File: src/rtl/id_ex_skid_reg.sv
// ID/EX pipeline register with valid/ready handshake and a one-entry skid
// buffer. Upstream ready comes straight from a flop so decode never sees a
// combinational path from execute-stage backpressure or cache stalls.
module id_ex_skid_reg #(
  parameter int unsigned CTRL_W           = 8,
  parameter int unsigned DATA_W           = 116,
  parameter bit          FLUSH_CLEAR_DATA = 1'b0
) (
  input  logic              clk_i,
  input  logic              rst_i,
  input  logic              in_valid_i,
  output logic              in_ready_o,
  input  logic [CTRL_W-1:0] in_ctrl_i,
  input  logic [DATA_W-1:0] in_data_i,
  input  logic              flush_i,
  input  logic              stall_i,
  output logic              out_valid_o,
  input  logic              out_ready_i,
  output logic [CTRL_W-1:0] out_ctrl_o,
  output logic [DATA_W-1:0] out_data_o,
  output logic [1:0]        occupancy_o
);

  logic              main_valid_q, main_valid_d;
  logic [CTRL_W-1:0] main_ctrl_q,  main_ctrl_d;
  logic [DATA_W-1:0] main_data_q,  main_data_d;
  logic              skid_valid_q, skid_valid_d;
  logic [CTRL_W-1:0] skid_ctrl_q,  skid_ctrl_d;
  logic [DATA_W-1:0] skid_data_q,  skid_data_d;

  logic accept;
  logic take;
  logic freed;

  assign in_ready_o  = ~skid_valid_q;
  assign accept      = in_valid_i & ~skid_valid_q;
  assign take        = main_valid_q & out_ready_i & ~stall_i;
  assign freed       = ~main_valid_q | take;

  assign out_valid_o = main_valid_q;
  assign out_ctrl_o  = main_ctrl_q;
  assign out_data_o  = main_data_q;
  assign occupancy_o = {1'b0, main_valid_q} + {1'b0, skid_valid_q};

  // Next-state selection: flush overrides, otherwise the skid refills main
  // first so ordering is kept, and input only lands in the skid when main
  // cannot move this cycle.
  always_comb begin
    main_valid_d = main_valid_q;
    main_ctrl_d  = main_ctrl_q;
    main_data_d  = main_data_q;
    skid_valid_d = skid_valid_q;
    skid_ctrl_d  = skid_ctrl_q;
    skid_data_d  = skid_data_q;

    if (flush_i) begin
      main_valid_d = 1'b0;
      main_ctrl_d  = '0;
      skid_valid_d = 1'b0;
      skid_ctrl_d  = '0;
      if (FLUSH_CLEAR_DATA) begin
        main_data_d = '0;
        skid_data_d = '0;
      end
    end else if (freed) begin
      if (skid_valid_q) begin
        main_valid_d = 1'b1;
        main_ctrl_d  = skid_ctrl_q;
        main_data_d  = skid_data_q;
        skid_valid_d = 1'b0;
        skid_ctrl_d  = '0;
      end else if (accept) begin
        main_valid_d = 1'b1;
        main_ctrl_d  = in_ctrl_i;
        main_data_d  = in_data_i;
      end else begin
        main_valid_d = 1'b0;
        main_ctrl_d  = '0;
      end
    end else if (accept) begin
      skid_valid_d = 1'b1;
      skid_ctrl_d  = in_ctrl_i;
      skid_data_d  = in_data_i;
    end
  end

  // Storage flops; asynchronous reset empties both entries.
  always_ff @(posedge clk_i or negedge rst_i) begin
    if (!rst_i) begin
      main_valid_q <= 1'b0;
      main_ctrl_q  <= '0;
      main_data_q  <= '0;
      skid_valid_q <= 1'b0;
      skid_ctrl_q  <= '0;
      skid_data_q  <= '0;
    end else begin
      main_valid_q <= main_valid_d;
      main_ctrl_q  <= main_ctrl_d;
      main_data_q  <= main_data_d;
      skid_valid_q <= skid_valid_d;
      skid_ctrl_q  <= skid_ctrl_d;
      skid_data_q  <= skid_data_d;
    end
  end

endmodule

File: config.mk
export PLATFORM = sky130hd
export DESIGN_NAME = id_ex_skid_reg
export DESIGN_NICKNAME = d
export VERILOG_FILES = /design/src/rtl/id_ex_skid_reg.sv
export SDC_FILE = /design/constraint.sdc
export NUM_CORES = 1
export LEC_CHECK = 0
export ABC_AREA = 1
export ABC_CLOCK_PERIOD_IN_PS = 2100
export CAP_MARGIN = 40
export CORE_MARGIN = 2
export CORE_UTILIZATION = 50
export CTS_BUF_LIST = sky130_fd_sc_hd__clkbuf_4 sky130_fd_sc_hd__clkbuf_8
export CTS_CLUSTER_DIAMETER = 40
export CTS_CLUSTER_SIZE = 8
export DETAILED_ROUTE_END_ITERATION = 8
export GPL_TIMING_DRIVEN = 0
export HOLD_SLACK_MARGIN = 0.15
export PLACE_DENSITY = 0.8
export SYNTH_ARGS = -nofsm -noshare
export SYNTH_HDL_FRONTEND = slang
export SYNTH_SLANG_ARGS = --single-unit
File: constraint.sdc
create_clock -name clk_i -period 2.1 [get_ports clk_i]
set_clock_uncertainty 0.2 [all_clocks]
set_input_delay 0.525 -clock clk_i [delete_from_list [all_inputs] [get_ports clk_i]]
set_output_delay 0.525 -clock clk_i [all_outputs]
set_load 0.01 [all_outputs]
Yosys cells after proc, flatten, opt, wreduce, memory -nomap -nowiden

Index checks and enable logic that the tools add are counted.

Register bits after elaboration: 250
Logic and storage cells: 40

Add/subtract/negate cells: 1
Equality and inequality tests: 1
Muxes and demuxes: 17
Bitwise operators: 9
Reduce and logical (&&, ||, !) cells: 6

Operators by type and width:

| operator                                     | number |
|---|---|
| 116-bit 2-to-1 mux                           | 2 |
| 8-bit 2-to-1 mux                             | 8 |
| 1-bit 2-to-1 mux                             | 7 |
| 3-bit AND reduction                          | 2 |
| 1-bit inverter                               | 5 |
| 2-bit nonzero test                           | 2 |
| 1-bit AND                                    | 3 |
| 3-bit inequality test, second input constant | 1 |
| 3-bit nonzero test                           | 1 |
| 1-bit by 1-bit adder with 2-bit output       | 1 |
| 2-bit AND reduction                          | 1 |
| 1-bit bitwise OR                             | 1 |

Longest topological paths before layout

Depth in word-level cells: 6
Mapped depth: 9

Least setup slack after synthesis

No wires, ideal clock.

Path kind: register -> output
Start point: reg skid_valid_q
End point: out in_ready_o
Arrival time: 0.997 ns
Data required time: 1.375 ns
Slack: 0.378 ns
Cell stages (with the launch flop): 6
Buffers on the path: 4
Cell sequence: dfrtp_1 buf_6 inv_2 buf_2 buf_4 buf_4

Longest elaborated chain between the ends: 1

RTL lines:

| item                   | line | RTL |
|---|---|---|
| from (decl)            | 27   | `logic skid_valid_q, skid_valid_d;` |
| from (signal assigned) | 100  | `skid_valid_q <= skid_valid_d;` |
| 1-bit inverter         | 35   | `assign in_ready_o = ~skid_valid_q;` |
| to (decl)              | 12   | `output logic in_ready_o,` |

No other way between the ends.

Worst setup path in the final report

Start point: reg skid_valid_q
End point: out occupancy_o[0]

Longest elaborated chain between the ends: 1

RTL lines:

| item                                   | line | RTL |
|---|---|---|
| 1-bit by 1-bit adder with 2-bit output | 43   | `assign occupancy_o = {1'b0, main_valid_q} + {1'b0, skid_valid_q};` |
| to (decl)                              | 21   | `output logic [1:0] occupancy_o` |

No other way between the ends.

==> metrics.csv <==
metric,value,unit
outcome,completed,
grt_setup_unrepaired,yes,
max-clock-path-buffers,3,
dieWidth,155,um
cts_tree,done,
synth-seq-area-share,54.8,%
finalWeightedCongestion,0.873,
startpoint_type,register,
ir_drop,724,uV
required,1370,ps
maxClockFrequency,477,MHz
slowest_delay,410,ps
std_cell_rows,55,
io-pin-count,258,
cell_by_cell_trace_of_the_critical_path,"ha_1, buf_6",
postSynthCellCount,1250,
netlist_area,0.0114,mm2
switching_share,30.3,%
syn-mean-instance-area,9.13,um2
timing.max_slew.rel_slack,58.5,%
cts.htree.levels,2,
total_grt_overflow,0,
syn_nets,1381,
synth_cell_type_count,25,
place_ws,-522,ps
r2r-end,out_data_o[41],
tritoncts.num_buffers,41,
via_per_inst,5.29,
yosysWarnings,0,
power.static_leakage,7.63,nW
floorplan.die_area,0.0241,mm2
proportion_of_layout_cells_with_a_drive_suffix_above_1,23.4,%
post-dp-hpwl,21500,um
ctsRootBufferMaster,sky130_fd_sc_hd__clkbuf_8,
ys_ff_latch,250,
most_frequent_cells_in_the_layout,"sky130_fd_sc_hd__nand2_1, sky130_fd_sc_hd__dfrtp_1, sky130_fd_sc_hd__o21ai_0, sky130_fd_sc_hd__clkdlybuf4s50_1",
worst-endpoint-arrival,1370,ps
layout_setup_ws,3.96,ps
comb_power_share,23.0,%
r2r-start,skid_valid_q,
worstSetupPathType,reg -> out,
clk_pin_slew_worst_paths,60,ps
clock_sinks,250,
net-switching-power,4.22,mW
grt_first_pass_wirelength,50300,um
routed_antenna_nets,0,
track_usage,26.2,%
r2r.worst_path.cells,10,
grt_start_max_net_pins,113,
internal-power,9.69,mW
crit_path_max_fanout,2,
finish.net_count,1689,
finalSetupViolCount,0,
flow.area_growth_from_synthesis,32.5,%
fin_worst_hold_slack,262,ps
final.period_utilization,99.8,%
totalPowerFinal,13.9,mW
finalHoldViolCount,0,
vias_after_detailed_routing,9856,
tightest_slew,620,ps
wl_per_cell,17.1,um
worst-r2r-setup-slack,120,ps
commonest_non_fill_non_tap_cell_in_the_layout,sky130_fd_sc_hd__nand2_1,
drt_drc_violations_left,0,
grt_pass1_vias,9622,
fin_tns_setup,0,ps
core-area,0.0225,mm2
relative_contribution_of_sequential_cells_to_total_power,47.5,%
count_of_maximum_capacitance_violations,0,
port-buffer-count,257,
power.share.clock,29.6,%
floorplan.initialDensity,50.7,%
period_needed,2100,ps
drtPass1Iterations,5,
grt_antenna_before_repair,2,
max_transition_viols_final,0,
worst_path_max_delay_cell,sky130_fd_sc_hd__dfrtp_1,
dr.first_iter.drc_count,541,
worstHoldPathType,in -> async,
clk_latency,530,ps
floorplan.die.height,155,um
p_per_area,919,mW/mm2
wirelength,31900,um
cp-end-kind,output pin,
-- worst max-delay path, delay by kind of cell, from the launching register on --
| family | cells | cell delay [ps] |
|---|---|---|
| fa+ha+maj | 1 | 300 |
| buf+inv | 1 | 130 |
| flops | 1 | 410 |
-- area by class of cell --
cell class,instances,area (um2)
fillers,1880,7370
flip-flops and latches,250,6260
multi-input cells,901,4570
repair buffers,268,2580
clock buffers,55,732
plain buffers,90,564
well taps,285,357
clock inverters,6,36.3
inverters,6,30.0
diodes,2,5.00
-- how the worst max path moves through the flow --
stage / startpoint / endpoint / slack, ps / depth (start not counted)
after floorplan: skid_valid_q / in_ready_o / 380 / 5
after global placement: rst_i / skid_data_q[98] / -10370 / 1
after detailed placement: skid_valid_q / in_ready_o / -520 / 6
after CTS: skid_valid_q / in_ready_o / -40 / 4
after global routing: skid_valid_q / occupancy_o[0] / -50 / 2
final: skid_valid_q / occupancy_o[0] / 4 / 2
-- kinds of logic (layout without fill, tap and decap cells) --
logic type | count (synthesis) | after routing | share of synthesized area (%)
flops | 250 | 250 | 54.8
simple gates | 667 | 667 | 27.6
buf+inv | 99 | 425 | 5.27
compound gates | 233 | 233 | 12.2
fa+ha+maj | 1 | 1 | 0.110
other cells | 0 | 2 | 0
-- per-stage QoR --
stage | std cells | area (um2) | utilization (%)
floorplan | 1250 | 11400 | -
global placement | 1792 | 14300 | 63.8
finish | 1863 | 15100 | 67.2
global route | 1862 | 15100 | 67.2
detailed placement | 1794 | 14400 | 64.0
CTS | 1857 | 15100 | 67.0
-- sequential cells by signal (all words and copies together), names as in the netlist --
signal	cells
out_data_o	116
out_valid_o	1
skid_data_q	116
out_ctrl_o	8
skid_valid_q	1
skid_ctrl_q	8
-- cells in the mapped netlist --
| library cell | number | area share [%] |
|---|---|---|
| sky130_fd_sc_hd__clkbuf_2 | 7 | 0.31 |
| sky130_fd_sc_hd__nand2_1 | 352 | 12 |
| sky130_fd_sc_hd__dfrtp_1 | 250 | 55 |
| sky130_fd_sc_hd__buf_8 | 1 | 0.13 |
| sky130_fd_sc_hd__or2_2 | 116 | 6.4 |
| sky130_fd_sc_hd__nand4_1 | 8 | 0.44 |
| sky130_fd_sc_hd__nand3_2 | 1 | 0.088 |
| sky130_fd_sc_hd__nor2_1 | 2 | 0.066 |
| sky130_fd_sc_hd__buf_1 | 4 | 0.13 |
| sky130_fd_sc_hd__buf_12 | 7 | 1.2 |
| sky130_fd_sc_hd__inv_1 | 4 | 0.13 |
| sky130_fd_sc_hd__o21ai_1 | 16 | 0.70 |
| sky130_fd_sc_hd__nand2_2 | 60 | 3.3 |
| sky130_fd_sc_hd__buf_4 | 5 | 0.33 |
| sky130_fd_sc_hd__o21ai_0 | 156 | 6.8 |
| sky130_fd_sc_hd__inv_2 | 2 | 0.066 |
| sky130_fd_sc_hd__nand2_4 | 1 | 0.099 |
| sky130_fd_sc_hd__nand3_1 | 124 | 5.4 |
| sky130_fd_sc_hd__a21oi_1 | 1 | 0.044 |
| sky130_fd_sc_hd__clkbuf_1 | 37 | 1.2 |
| sky130_fd_sc_hd__buf_2 | 26 | 1.1 |
| sky130_fd_sc_hd__o21ai_2 | 60 | 4.6 |
| sky130_fd_sc_hd__nor2_4 | 3 | 0.30 |
| sky130_fd_sc_hd__ha_1 | 1 | 0.11 |
| sky130_fd_sc_hd__buf_6 | 6 | 0.59 |
-- power groups by stage --
stage               Clock, mW  Combinational (mW)  Sequential [mW]
floorplan                   0                1.55             6.78
global placement            0                3.42             6.66
detailed placement          0                3.53             6.67
CTS                      4.19                3.22             6.59
global route             4.41                3.57             6.72
finish                   4.11                3.20             6.60
-- layer usage --
metal  wire [um]  up-vias  GRT usage [%]
li1            -     4711              -
met1       14000     4757           36.8
met2       15200      326           41.7
met3        1880       62           3.96
met4         912        0           9.48
met5           0        -              0
-- repair_timing --
action,CTS,global route
setup endpoints to repair,128,191
setup buffers,2,4
hold endpoints to repair,138,0
cloned,1,1
gates resized for setup,147,5
hold buffers,1,0
Power figures use the tool's default switching activity.
